`config.mk`:
```
export PLATFORM = sky130hd
export DESIGN_NAME = norm_unit_serial
export DESIGN_NICKNAME = d
export VERILOG_FILES = /design/src/rtl/norm_unit_serial.sv
export SDC_FILE = /design/constraint.sdc
export NUM_CORES = 1
export LEC_CHECK = 0
export CAP_MARGIN = 20
export CORE_ASPECT_RATIO = 0.7
export CORE_MARGIN = 5
export CORE_UTILIZATION = 45
export DETAILED_ROUTE_END_ITERATION = 7
export HOLD_SLACK_MARGIN = 0.06
export PLACE_DENSITY = 0.71
export SKIP_LAST_GASP = 1
export SYNTH_ARGS = -nofsm -noshare
export SYNTH_HDL_FRONTEND = slang
export SYNTH_SLANG_ARGS = --single-unit
```
`constraint.sdc`:
```
create_clock -name clk -period 4.8 [get_ports clk]
set_input_delay 0.96 -clock clk [delete_from_list [all_inputs] [get_ports clk]]
set_output_delay 0.96 -clock clk [all_outputs]
set_load 0.02 [all_outputs]
```
`src/rtl/norm_unit_serial.sv`:
```
// Row normalizer: forms the abs sum of one psum row, then divides each |psum|
// by (sum >> SHIFT) with a single shared restoring divider, one quotient bit per cycle.
module norm_unit_serial #(
  parameter int bw_psum = 19,
  parameter int col     = 8,
  parameter int SHIFT   = 7,
  parameter int sum_bw  = bw_psum + 3
) (
  input  logic                     clk,
  input  logic                     reset,
  input  logic                     in_valid,
  output logic                     in_ready,
  input  logic [bw_psum*col-1:0]   in_data,
  output logic                     out_valid,
  input  logic                     out_ready,
  output logic [bw_psum*col-1:0]   out_data,
  output logic [sum_bw-1:0]        sum_out,
  output logic                     busy
);

  localparam int IW = (col > 1) ? $clog2(col) : 1;
  localparam int CW = $clog2(bw_psum);
  localparam int DW = sum_bw - SHIFT;

  localparam logic [1:0] S_IDLE = 2'd0;
  localparam logic [1:0] S_SUM  = 2'd1;
  localparam logic [1:0] S_DIV  = 2'd2;
  localparam logic [1:0] S_OUT  = 2'd3;

  logic [1:0]                       state_q, state_d;
  logic [col-1:0][bw_psum-1:0]      row_q;
  logic [col-1:0][bw_psum-1:0]      abs_row;
  logic [col-1:0][bw_psum-1:0]      out_q;
  logic [sum_bw-1:0]                acc_q, acc_nx, sum_q;
  logic [IW-1:0]                    idx_q;
  logic [CW-1:0]                    cnt_q, bidx;
  logic [DW-1:0]                    div_q, div_nx, rem_q, rem_nx;
  logic [DW:0]                      rem_sh, rem_sub;
  logic [bw_psum-1:0]               q_q, q_nx, cur_abs;
  logic                             ge, last_el, last_bit;

  // Per-lane magnitude; unsigned negate maps the most-negative value to 2^(bw_psum-1).
  for (genvar g = 0; g < col; g++) begin : g_abs
    assign abs_row[g] = row_q[g][bw_psum-1] ? (-row_q[g]) : row_q[g];
  end

  assign cur_abs  = abs_row[idx_q];
  assign last_el  = (idx_q == IW'(col - 1));
  assign last_bit = (cnt_q == CW'(bw_psum - 1));

  assign acc_nx = acc_q + {{(sum_bw-bw_psum){1'b0}}, cur_abs};
  assign div_nx = (acc_nx[sum_bw-1:SHIFT] == '0) ? DW'(1) : acc_nx[sum_bw-1:SHIFT];

  // Restoring step: shift in the next dividend bit, MSB first.
  assign bidx    = CW'(bw_psum - 1) - cnt_q;
  assign rem_sh  = {rem_q, cur_abs[bidx]};
  assign rem_sub = rem_sh - {1'b0, div_q};
  assign ge      = (rem_sh >= {1'b0, div_q});
  assign rem_nx  = ge ? rem_sub[DW-1:0] : rem_sh[DW-1:0];
  // Quotient is as wide as the dividend and divisor >= 1, so it can never exceed all-ones.
  assign q_nx    = {q_q[bw_psum-2:0], ge};

  always_comb begin
    state_d = state_q;
    case (state_q)
      S_IDLE: if (in_valid)             state_d = S_SUM;
      S_SUM:  if (last_el)              state_d = S_DIV;
      S_DIV:  if (last_el && last_bit)  state_d = S_OUT;
      S_OUT:  if (out_ready)            state_d = S_IDLE;
      default:                          state_d = S_IDLE;
    endcase
  end

  always_ff @(posedge clk) begin
    if (reset) begin
      state_q <= S_IDLE;
      row_q   <= '0;
      out_q   <= '0;
      acc_q   <= '0;
      sum_q   <= '0;
      idx_q   <= '0;
      cnt_q   <= '0;
      div_q   <= DW'(1);
      rem_q   <= '0;
      q_q     <= '0;
    end else begin
      state_q <= state_d;
      case (state_q)
        S_IDLE: if (in_valid) begin
          row_q <= in_data;
          acc_q <= '0;
          idx_q <= '0;
        end
        S_SUM: begin
          acc_q <= acc_nx;
          if (last_el) begin
            div_q <= div_nx;
            idx_q <= '0;
            cnt_q <= '0;
            rem_q <= '0;
            q_q   <= '0;
          end else begin
            idx_q <= idx_q + IW'(1);
          end
        end
        S_DIV: begin
          if (last_bit) begin
            out_q[idx_q] <= q_nx;
            cnt_q        <= '0;
            rem_q        <= '0;
            q_q          <= '0;
            if (last_el) sum_q <= acc_q;
            else         idx_q <= idx_q + IW'(1);
          end else begin
            cnt_q <= cnt_q + CW'(1);
            rem_q <= rem_nx;
            q_q   <= q_nx;
          end
        end
        default: ;
      endcase
    end
  end

  assign in_ready  = (state_q == S_IDLE) && !reset;
  assign out_valid = (state_q == S_OUT);
  assign busy      = (state_q != S_IDLE);
  assign out_data  = out_q;
  assign sum_out   = sum_q;

endmodule
```
Yosys cells after proc, flatten, opt, wreduce, memory -nomap -nowiden:

Cells that the tools add are included.

* $add $sub $neg: 13
* $lt $le $gt $ge: 4
* equal/unequal tests: 11
* muxes and demuxes: 38
* reductions and logical operators: 18

Operators by type and width (number)
* $mux W19: 10
* $bwmux W152: 1
* $neg A19 Y19: 8
* $mux W15: 4
* $bmux W19 S3: 1
* $demux W19 S3: 1
* $pmux W22 S2: 1
* $mux W18: 2
* $pmux W18 S2: 1
* $pmux W15 S2: 1
* $add A22 B19 Y22: 1
* $mux W22: 1
* $ge A16 B15 Y1: 1
* $logic_not A15 Y1: 1
* $sub A15 B15 Y15: 1
* $mux W3: 4
* $mux W5: 2
* $ne A2 B2 Y1 const B: 5
* $pmux W5 S2: 1
* $reduce_and A2 Y1: 5
* $pmux W3 S3: 1
* $mux W2: 4
* $pmux W2 S4: 1
* $reduce_and A4 Y1: 2
* 19 further kinds: 24

* flip-flop bits (word level): 406
* input port bits: 156
* output and inout bits: 177
* logic and storage cells: 108

Longest topological paths before layout:

* word-level depth: 10
* gate-level depth with buffers: 25
* mapped depth without buffers: 22

Worst setup path after synthesis:

Ideal clock, no wire load.

* kind: reg-to-reg
* start point: reg row_q[135] in the netlist's numbering
* end point: reg rem_q[0]
* library setup time: 0.116 ns
* arrival: 5.110 ns
* required time: 4.684 ns
* path slack: -0.425 ns
* stages on the path, launching flop included: 24
* path buffers: 3
* clock period less this slack: 5.225 ns
* cells stage by stage: dfxtp_1 > buf_6 > or4_1 > buf_2 > or4_4 > nand3_1 > nand4_1 > or4_1 > o211ai_1 > nand4_1 > a22oi_2 > ha_1 > inv_1 > fa_1 > a21o_1 > a21oi_1 > o21ai_0 > a21oi_1 > o21a_1 > o31ai_1 > nand2_1 > clkbuf_1 > o31ai_1 > o2bb2ai_2

* word-level cells in the longest chain between the ends: 10
* elaborated cells between the ends (all ways): 11
* classes of those cells: add/sub: 2; order compare: 1; mux: 8

Ends and longest elaborated chain
* start, declared: RTL line 31 `logic [col-1:0][bw_psum-1:0] row_q;`
* start signal, assigned: RTL line 90 `row_q <= in_data;`
* $neg A19 Y19: RTL line 44 `assign abs_row[g] = row_q[g][bw_psum-1] ? (-row_q[g]) : row_q[g];`
* $mux W19 *: RTL line 44
* $bmux W19 S3 *: RTL line 47 `assign cur_abs = abs_row[idx_q];`
* $mux W19 (not written as such) *: RTL line 47
* $bmux W1 S5 *: RTL line 56 `assign rem_sh = {rem_q, cur_abs[bidx]};`
* $mux W1 (not written as such) *: RTL line 56
* $sub A15 B15 Y15 / $ge A16 B15 Y1 (equally long branches): RTL line 57, 58
* $mux W15 *: RTL line 59 `assign rem_nx = ge ? rem_sub[DW-1:0] : rem_sh[DW-1:0];`
* $mux W15 *: RTL line 107 `if (last_bit) begin`
* $pmux W15 S2 *: RTL line 88 `case (state_q)`
* end signal, assigned: RTL line 116 `rem_q <= rem_nx;`
* end, declared: RTL line 37 `logic [DW-1:0] div_q, div_nx, rem_q, rem_nx;`

Every way passes the cells marked *; elsewhere a longest branch is shown, timed or not. The select of a mux whose other input is x is not followed.
A chain may end at the register's enable or synchronous reset.

Worst setup path in the final report:

* start point: reg row_q[97] in the netlist's numbering
* end point: reg rem_q[1]

The elaborated chain is that of the path after synthesis.

==> results.txt <==
Status - finished with violations
Failing checks - setup timing
Crit path arrival time - 5.60 ns
CTS tree - done
Setup crit start kind - flop
Syn_nets - 3,062
Largest net degree at the start of global routing - 234
Initial Utilization - 0.457
Layout cell share with drive strength beyond 1 - 0.167
Grt ovf - 0
Die Ht - 192 um
Max-slew violation count - 0
Met1 Use GR - 0.467
Worst Path Max Fanout - 9
Layout area overhead - 38.4%
DR vias/cell - 5.78
Commonest non-fill, non-tap cell in the layout - nand2_1
Sequential fraction of the synthesis area - 0.381
Net Sw Frac - 0.394
Final nets - 3,609
Peak supply drop - 0.516 mV
Power Total - 14.2 mW
DRC - 0
Post-Layout Cell Count - 4,043
Synth area leaders - dfxtp_1, nand2_1, a21oi_1
Min Tclk post-route - 5.17 ns
Mapped Avg Cell Area - 7.48 um^2
GR Util All Layers - 0.316
Flop-to-flop setup slack - -0.37 ns
Setup violations, final - 24
Cell internal pwr - 8.61 mW
I/O pin count - 333
Yosys cell types - 81
Leakage - 11.1 nW
Dpl cells - 3,955
Clk sink count - 406
Fmax - 193 MHz
Port bufs - 332
Period utilization - 1.08
Asr flop ratio synth - 0
Starting DRT DRC Count - 2,224
DR vias - 23,372
Core Area - 46,700 um^2
Initial antenna violation count - 3
Number of enable flip-flop cells after synthesis - 0
Most frequent cells in the layout - nand2_1, dfxtp_1, a21oi_1, buf_4, clkdlybuf4s50_1
Placed Area - 27,500 um^2
CTS root buf - clkbuf_16
Total Die Area - 51,900 um^2
Reg power frac - 0.278
Grt met3 use - 0.0566
Final worst slack - -0.373 ns
Multi-input gate area - 12,800 um^2
RSZ-0062 raised after global routing - true
Placer Congestion - 1.02
Post-Synthesis Cells - 2,853
Critical Path End - rem_q[1]
Worst Tran Pin Value - 1.10 ns
DRT Pass-1 Iters - 5
Worst setup startpoint - row_q[97]
#FFs+latches synth - 406
Post-Route Setup TNS - -7.08 ns
Final instance area - 29,500 um^2
Clk_skew - 0.0257 ns
Layout Utilization - 0.633
Die X - 270 um
CTS clk-pin slew, worst paths - 0.06 ns
# fillers - 4,075
Hold Fails Final Rpt - 0
ANT nets after route - 0
Clk pwr share - 0.222
Relative slew margins - 0.265
Yosys warnings - 0
Pwr/cell area - 481 nW/um^2
Combinational power share - 0.500
Psw - 5.59 mW
Clock tree buffer depth - 3
CP Data Required Time - 5.23 ns
Number of max-cap violations - 0
Cell taking the most area after synthesis - dfxtp_1
R2r endpoint - rem_q[1]
Htree depth - 2
Worst-skew pair later-pin latency - 0.57 ns
Area share of the largest cell type after synthesis - 0.381
Sequential standard cell area - 8130 um^2
Detailed Place HPWL - 66.4 mm
Cell row count - 66
M2 GR Usage - 0.480
Vias in the first global route - 22,222
Setup Slack @ Placement - -0.621 ns
GRT Max-Usage Layer - met2
CP Class - reg2reg
Worst reg2reg startpoint - row_q[97]
HP Class - reg2reg
CTS Buf Count - 40
R2R depth - 23
Worst Setup End Kind - flop
WL final - 86.1 mm
First-pass GRT wire length - 130 mm
Avg WL per Cell - 21.3 um
Worst hold slack - 0.454 ns
Post-synthesis instance area - 21,300 um^2
Main flop type after synthesis - dfxtp_1
## cell usage after synthesis (all sizes together) (36+ instances only)
library cell,n
mux2i,36
nor2,150
a21oi,397
inv,72
o31ai,39
dfxtp,406
clkbuf,180
xnor2,73
nand2,753
nor3,40
a22oi,41
o21ai,63
ha,51
## flip-flops by register name (all words and copies together), names as in the netlist
signal	flops
acc_q	22
cnt_q	5
div_q	15
idx_q	3
out_data	152
q_q	18
rem_q	15
row_q	152
state_q	2
sum_out	22
## worst min-delay path by stage
stage / startpoint / to / depth (start not counted)
2_1_floorplan: div_q[12] / div_q[12] / 2
3_3_place_gp: sum_out[8] / sum_out[8] / 2
3_5_place_dp: out_data[138] / out_data[138] / 2
4_1_cts: out_data[138] / out_data[138] / 2
5_1_grt: out_data[103] / out_data[103] / 2
6_report: sum_out[21] / sum_out[21] / 2
## worst max-delay path, cell delays in order, from the launching register on
cell,delay [ns]
dfxtp_2,0.32
or4_4,0.55
buf_4,0.20
nor4_1,0.58
buf_4,0.21
nor3_1,0.07
nand4_1,0.15
nor4_1,0.08
a2111oi_0,0.44
a311oi_1,0.10
a22oi_2,0.24
ha_2,0.24
inv_2,0.04
fa_2,0.33
a21o_1,0.19
a21oi_2,0.18
o21ai_2,0.08
a21oi_2,0.13
o21a_1,0.21
o31ai_4,0.10
nand2_4,0.15
buf_12,0.14
mux2i_1,0.19
o21ai_1,0.09
## cell type report
cell class                 instances  share of cell area
multi-input combinational       2172               0.434
sequential                       406               0.275
timing repair buffer             705               0.212
clock buffer                      54              0.0377
tap                              612              0.0259
inverter                          75             0.00953
clock inverter                    17             0.00559
antenna                            2            0.000169
## timing repair
item | in CTS | in global routing
pin swaps | 24 | 25
setup buffers | 15 | 4
setup endpoints to repair | 34 | 40
cloned | 1 | 0
resized for setup | 53 | 71
hold buffers | 0 | 0
## power by group through the flow
stage,Sequential [mW],Combinational [mW],Clock [mW]
finish,3.95,7.10,3.15
global route,3.98,7.56,3.32
global placement,3.99,5.94,0
CTS,3.93,6.78,3.18
floorplan,3.97,3.48,0
detailed placement,4.00,6.03,0
## cell families (layout without fill, tap and decap cells)
family	count (synthesis)	in the layout	synth area share
multiplexers	42	42	0.0232
XOR/XNOR	105	105	0.0431
adder cells (fa/ha/maj)	53	53	0.0318
AND/OR/NAND/NOR	1226	1226	0.256
flip-flops	406	406	0.381
other	0	2	0
AO/OA/AOI/OAI	746	746	0.216
buffers and inverters	275	851	0.0498
## per-layer routing
layer	up-vias	wire [um]
met5	-	13
met4	2	1860
met3	130	7890
met2	1022	37100
met1	11191	39200
li1	11027	-
(Power assumes the default switching activity.)
